## src/rtl/logical_ops.sv

```systemverilog
// Registered WIDTH-bit bitwise logic unit: AND/OR/NOT/XOR/NAND/NOR/XNOR and 2s complement of A.
// Latency 1 cycle, one result per accepted input, no backpressure; out/zero hold while idle.
// Define LOGICAL_OPS_FLAGS_EN to add registered neg/parity/ovf outputs.
module logical_ops #(
    parameter int WIDTH = 16
) (
    input  logic             clk,
    input  logic             rst,
    input  logic             in_valid,
    input  logic [WIDTH-1:0] A,
    input  logic [WIDTH-1:0] B,
    input  logic [2:0]       Operation,
    output logic [WIDTH-1:0] out,
    output logic             out_valid,
`ifdef LOGICAL_OPS_FLAGS_EN
    output logic             neg,
    output logic             parity,
    output logic             ovf,
`endif
    output logic             zero
);

    typedef enum logic [2:0] {
        OP_AND  = 3'b000,
        OP_OR   = 3'b001,
        OP_NOT  = 3'b010,
        OP_XOR  = 3'b011,
        OP_NAND = 3'b100,
        OP_NOR  = 3'b101,
        OP_XNOR = 3'b110,
        OP_NEG  = 3'b111
    } op_e;

    localparam logic [WIDTH-1:0] ONE     = {{(WIDTH-1){1'b0}}, 1'b1};
    localparam logic [WIDTH-1:0] MOST_NEG = {1'b1, {(WIDTH-1){1'b0}}};

    logic [WIDTH-1:0] out_d, out_q;
    logic             vld_d, vld_q;
    logic             zero_d, zero_q;
    op_e              op;

    assign op = op_e'(Operation);

    // B is never consulted for NOT / 2s complement, so an X on B cannot leak into those results.
    always_comb begin
        out_d = '0;
        case (op)
            OP_AND:  out_d = A & B;
            OP_OR:   out_d = A | B;
            OP_NOT:  out_d = ~A;
            OP_XOR:  out_d = A ^ B;
            OP_NAND: out_d = ~(A & B);
            OP_NOR:  out_d = ~(A | B);
            OP_XNOR: out_d = ~(A ^ B);
            OP_NEG:  out_d = ~A + ONE;
            default: out_d = '0;
        endcase
        vld_d  = in_valid;
        zero_d = (out_d == '0);
    end

    always_ff @(posedge clk or posedge rst) begin
        if (rst) begin
            out_q  <= '0;
            vld_q  <= 1'b0;
            zero_q <= 1'b1;
        end else begin
            vld_q <= vld_d;
            if (in_valid) begin
                out_q  <= out_d;
                zero_q <= zero_d;
            end
        end
    end

    assign out       = out_q;
    assign out_valid = vld_q;
    assign zero      = zero_q;

`ifdef LOGICAL_OPS_FLAGS_EN
    logic neg_d, neg_q;
    logic parity_d, parity_q;
    logic ovf_d, ovf_q;

    always_comb begin
        neg_d    = out_d[WIDTH-1];
        parity_d = ^out_d;
        ovf_d    = (op == OP_NEG) && (A == MOST_NEG);
    end

    always_ff @(posedge clk or posedge rst) begin
        if (rst) begin
            neg_q    <= 1'b0;
            parity_q <= 1'b0;
            ovf_q    <= 1'b0;
        end else if (in_valid) begin
            neg_q    <= neg_d;
            parity_q <= parity_d;
            ovf_q    <= ovf_d;
        end
    end

    assign neg    = neg_q;
    assign parity = parity_q;
    assign ovf    = ovf_q;
`else
    logic unused_most_neg;
    assign unused_most_neg = ^MOST_NEG;
`endif

endmodule

```

## config.mk

```make
export PLATFORM = sky130hd
export DESIGN_NAME = logical_ops
export DESIGN_NICKNAME = d
export VERILOG_FILES = /design/src/rtl/logical_ops.sv
export SDC_FILE = /design/constraint.sdc
export NUM_CORES = 1
export LEC_CHECK = 0
export BUFFER_PORTS_ARGS = -buffer_cell sky130_fd_sc_hd__buf_2
export CORE_ASPECT_RATIO = 0.7
export CORE_MARGIN = 3
export CORE_UTILIZATION = 35
export DETAILED_ROUTE_END_ITERATION = 10
export SETUP_SLACK_MARGIN = 0.5
export SYNTH_ARGS = -nofsm -noshare
export SYNTH_HDL_FRONTEND = slang
export SYNTH_SLANG_ARGS = --single-unit
```

## constraint.sdc

```tcl
create_clock -name clk -period 0.98 [get_ports clk]
set_clock_uncertainty 0.15 [all_clocks]
set_input_delay 0.049 -clock clk [delete_from_list [all_inputs] [get_ports clk]]
set_output_delay 0.049 -clock clk [all_outputs]
set_load 0.01 [all_outputs]
```

Word-level counts from Yosys, hierarchy flattened
Index checks and enable logic that the tools add are counted.
{"block": "word_totals", "output_inout_bits": 18, "register_bits": 18, "wordCells": 21}
{"block": "classes", "reduce_logical": 2, "muxes": 1, "eq_ne": 7, "bitwise_logic": 7, "add_sub_neg": 1}
{"operator": "case mux 16 bit (8 select lines)", "count": 1}
{"operator": "NOT 16 bit", "count": 4}
{"operator": "adder 16 x 1 -> 16 bit (second input constant)", "count": 1}
{"operator": "AND 16 bit", "count": 1}
{"operator": "zero test 16 bit", "count": 1}
{"operator": "OR 16 bit", "count": 1}
{"operator": "XOR 16 bit", "count": 1}
{"operator": "equality test 3 bit (second input constant)", "count": 4}
{"operator": "equality test 3 x 2 -> 1 bit (second input constant)", "count": 2}
{"operator": "equality test 3 x 1 -> 1 bit (second input constant)", "count": 1}
{"operator": "zero test 3 bit", "count": 1}

Logic depth before layout (Yosys ltp)
{"block": "logic_depth", "ltp_word": 4, "depth_mapped": 10, "mapped_depth_nobuf": 9}

Worst setup path before layout
Ideal clock, no wire load.
{"block": "synth_path", "kind": "input to register", "start": "input A[2]", "end": "register zero_q (netlist: zero)", "n_path_buf": 1, "slack_ps": -961, "path_stages": 8, "setup_ps": 75, "required_time_ps": 755, "arrival_time_ps": 1716, "cell_sequence": "buf_2 -> or4_4 -> nor4_2 -> xnor2_1 -> o32ai_1 -> nor4_1 -> nand4b_1 -> o22ai_2"}
{"block": "synth_between", "elab_chain_cells": 4}
{"element": "start: declaration", "line": "10", "text": "input logic [WIDTH-1:0] A,"}
{"element": "NOT 16 bit (tied with other cells)", "line": "50, 55"}
{"element": "adder 16 x 1 -> 16 bit (tied with other cells)", "line": "55", "text": "OP_NEG: out_d = ~A + ONE;"}
{"element": "case mux 16 bit (8 select lines) *", "line": "47", "text": "case (op)"}
{"element": "zero test 16 bit *", "line": "59", "text": "zero_d = (out_d == '0);"}
{"element": "end signal: assignment", "line": "71", "text": "zero_q <= zero_d;"}
{"element": "end: declaration", "line": "39", "text": "logic zero_d, zero_q;"}
Every way passes the cells marked *; elsewhere a longest branch is shown, timed or not.
A chain may end at the register's enable or synchronous reset.

Worst setup path after layout
{"block": "layout_path", "start": "input A[0]", "end": "register zero_q (netlist: zero)"}
The elaborated chain is that of the path after synthesis.

==> impl_metrics.yaml <==
placed_design:
  post-dp-hpwl_mm: 6.75
  place.gp.congestion: 0.904
  numPortBuffers: 55
logic_synthesis:
  synthTopCellsByCount: "inv_1 (42), ha_1 (33), nor2_1 (22), dfrtp_1 (17)"
  synthXorXnorAreaFrac_pct: 4.31
  ys_seq_area_share_pct: 17.1
  synth_seq_cells: 18
  yosys.area_share.simple_pct: 19.5
  yosysUniqueCellTypes: 64
  synthMuxAreaShare_pct: 6.67
  synth_top_flop_cell: "dfrtp_1"
  synth_most_common_cell: "inv_1"
  synthAdderAreaFrac_pct: 15.6
  synthArstFlopShare_pct: 100
  synth_compound_area_share_pct: 25.7
  syn-num-nets: 398
  ys_top_cells_by_area: "dfrtp_1 (16%), ha_1 (16%), inv_1 (6.0%), mux2_2 (5.1%), xnor2_1 (4.0%)"
  yosysTopAreaCell: "dfrtp_1"
  ys_warn_count: 0
  synth_area_per_cell_um2: 8.08
  synth_cells: 327
  netlist_area_um2: 2640
  synth_edf_count: 0
  yosysTopAreaCellShare_pct: 16.1
  synth_top_family_by_area: "compound AO/OA/AOI/OAI gates"
route:
  via_count: 2973
  wire_per_inst_um: 15.5
  drt-pass1-iter-count: 4
  drtIter0Drc: 151
  drt-total-wl_mm: 8.81
  viasPerCell: 5.24
  drc_errors: 0
  drtAntennaViolNets: 0
power:
  power_density_nw_per_um2: 804
  power_leakage_nw: 2.11
  report.power.total_w: 0.00357
  ir_worst_vdd_mv: 0.714
clock_network:
  htreeDepth: 1
  tritoncts: "built"
  clock-root-buffer: "clkbuf_8"
  worstSkewPairLatency_ps: 260
  path_clk_slew_ps: 70
  cts_buffers: 3
  clockBufferDepth: 2
  clock_sinks: 18
status:
  outcome: "complete, but fails checks"
  violations: "hold timing, setup timing"
grt:
  grt_pass1_wl_mm: 14.0
  grt_max_degree: 21
  grt_pass1_vias: 2927
  antenna_found_initial: 0
  grt_use_total_pct: 20.0
  grt.overflow.total: 0
timing:
  fmax_ghz: 0.546
  setup_violations: 26
  worst_pin_slew_ps: 469
  rsz0062_at_grt: "true"
  final_max_slew_viol_count: 0
  fin_crit_sh_pct: 187
  hold_viol: 18
  min_period_ps: 1830
  slew-limit-headroom_pct: 68.5
  whs_ps: -368
  fin_ws_ps: -851
floorplan:
  die_area_um2: 8650
  chipWidth_um: 110
  fp-row-count: 25
  design.core.area_um2: 7040
  initial_core_util_pct: 37.6
  die_h_um: 78.7
  ios: 56
worst_setup_path:
  slowest_stage: "or4_4"
  critPathLaunchType: "primary input"
  critPathMaxFanout: 5
  critPathCaptureType: "flip-flop"
  cp_num_buf_inv: 1
  critPathMaxStageDelay_ps: 550
  worst-path-stages: 8
  rr_worst_depth: 2
  cp_cell_sequence: "buf_12, or4_4, nor4_4, xnor2_2, o32ai_2, nor4_2, nand4b_1, o22ai_2"
  worst_ep_required_time_ps: 1020
  arrival_ps: 1870
  critPathKind: "in -> reg"
  cp_top_family: "simple AND/OR/NAND/NOR gates"
finish:
  nFillCells: 583
  seq_area_um2: 452
  multi_input_area_um2: 2330
  area.growth.synth_to_final_pct: 68.0
  antenna_cells: 0
  drive_gt1_share_pct: 53.7
  finalNetCount: 545
flow_run:
  maxCapViolCount: 0
min_path:
  min_path_type: "in -> async"
-- cells in the final DEF, fill, tap and decap left out, types with 3 or more instances in the layout --
master	Yosys	layout
nand3_1	5	3
nand4_1	4	4
nand2b_1	10	9
nor2_1	22	20
a211oi_1	6	4
buf_12	0	5
buf_2	7	40
inv_2	1	3
buf_6	1	24
mux2i_1	3	3
o211ai_1	8	8
a21oi_2	1	4
o22ai_1	3	3
xnor2_2	0	6
or3_4	1	3
dfrtp_1	17	17
clkbuf_8	1	4
o21ai_0	11	8
nor2b_1	7	4
inv_1	42	35
nor4_4	1	4
ha_4	0	6
o21ai_2	0	4
a31oi_1	6	3
buf_4	3	93
o21ai_1	10	7
a221o_1	4	4
xnor2_1	12	6
ha_1	33	27
nor3_1	4	4
o211a_1	5	5
mux2_4	0	10
a21oi_1	15	11
nand2_1	15	13
-- metrics by stage --
step                setup WS (ps)  instances  cell area (µm²)  TNS, ps  util (%)
floorplan                    -756        327             2890    -8020         -
global placement            -1080        549             3790   -14500      53.9
detailed placement          -1150        549             3790   -15010      53.9
CTS                          -763        560             4230    -9370      60.1
global route                 -906        567             4440   -11170      63.1
finish                       -851        567             4440   -10020      63.1
-- routing by layer --
layer | up-vias | GRT usage (%) | wire, µm
met3 | 12 | 2.76 | 413
li1 | 1462 | - | -
met2 | 68 | 34.3 | 4220
met4 | 0 | 2.24 | 108
met5 | - | 0 | 0
met1 | 1431 | 27.5 | 4070
-- power breakdown --
part           switching, W  internal [W]  total (W)
clock              0.000271      0.000357   0.000628
combinational      0.000930       0.00109    0.00202
sequential        0.0000674      0.000855   0.000923
-- final timing paths --
path | startpoint | slack [ps] | to
setup / recovery | A[0] | -850 | zero$_DFFE_PP1P_
hold / removal | rst | -370 | out[10]$_DFFE_PP0P_
setup reg to reg | zero$_DFFE_PP1P_ | 20 | zero$_DFFE_PP1P_
hold reg to reg | out[12]$_DFFE_PP0P_ | 360 | out[12]$_DFFE_PP0P_
max in group asynchronous | rst | 750 | zero$_DFFE_PP1P_
min in group clk | in_valid | 10 | out_valid$_DFF_PP0_
-- timing repair --
action                                  in CTS  in global routing
endpoints found under the hold margin       18                 18
setup buffers                                7                  7
cloned                                       0                  0
pin swaps                                   35                 27
gates resized for setup                     73                 32
endpoints found under the setup margin      35                 35
-- cells by family after synthesis --
group | after synthesis
AOI/OAI and AO/OA | 94
xor gates and xnor gates | 13
adders and majority gates | 33
buffers and inverters | 65
DFF | 18
muxes | 16
and+or+nand+nor | 88
-- final cells by class --
type | instances | share of cell area (%)
Multi-Input combinational cell | 244 | 52.4
Tap cell | 94 | 2.65
Clock buffer | 4 | 1.24
Sequential cell | 18 | 10.2
Inverter | 43 | 4.28
Timing Repair Buffer | 164 | 29.2
-- state kept, by name (all words and copies together), names as in the netlist --
register / flops
zero: 1
out_valid: 1
out: 16
(Power assumes the default switching activity.)
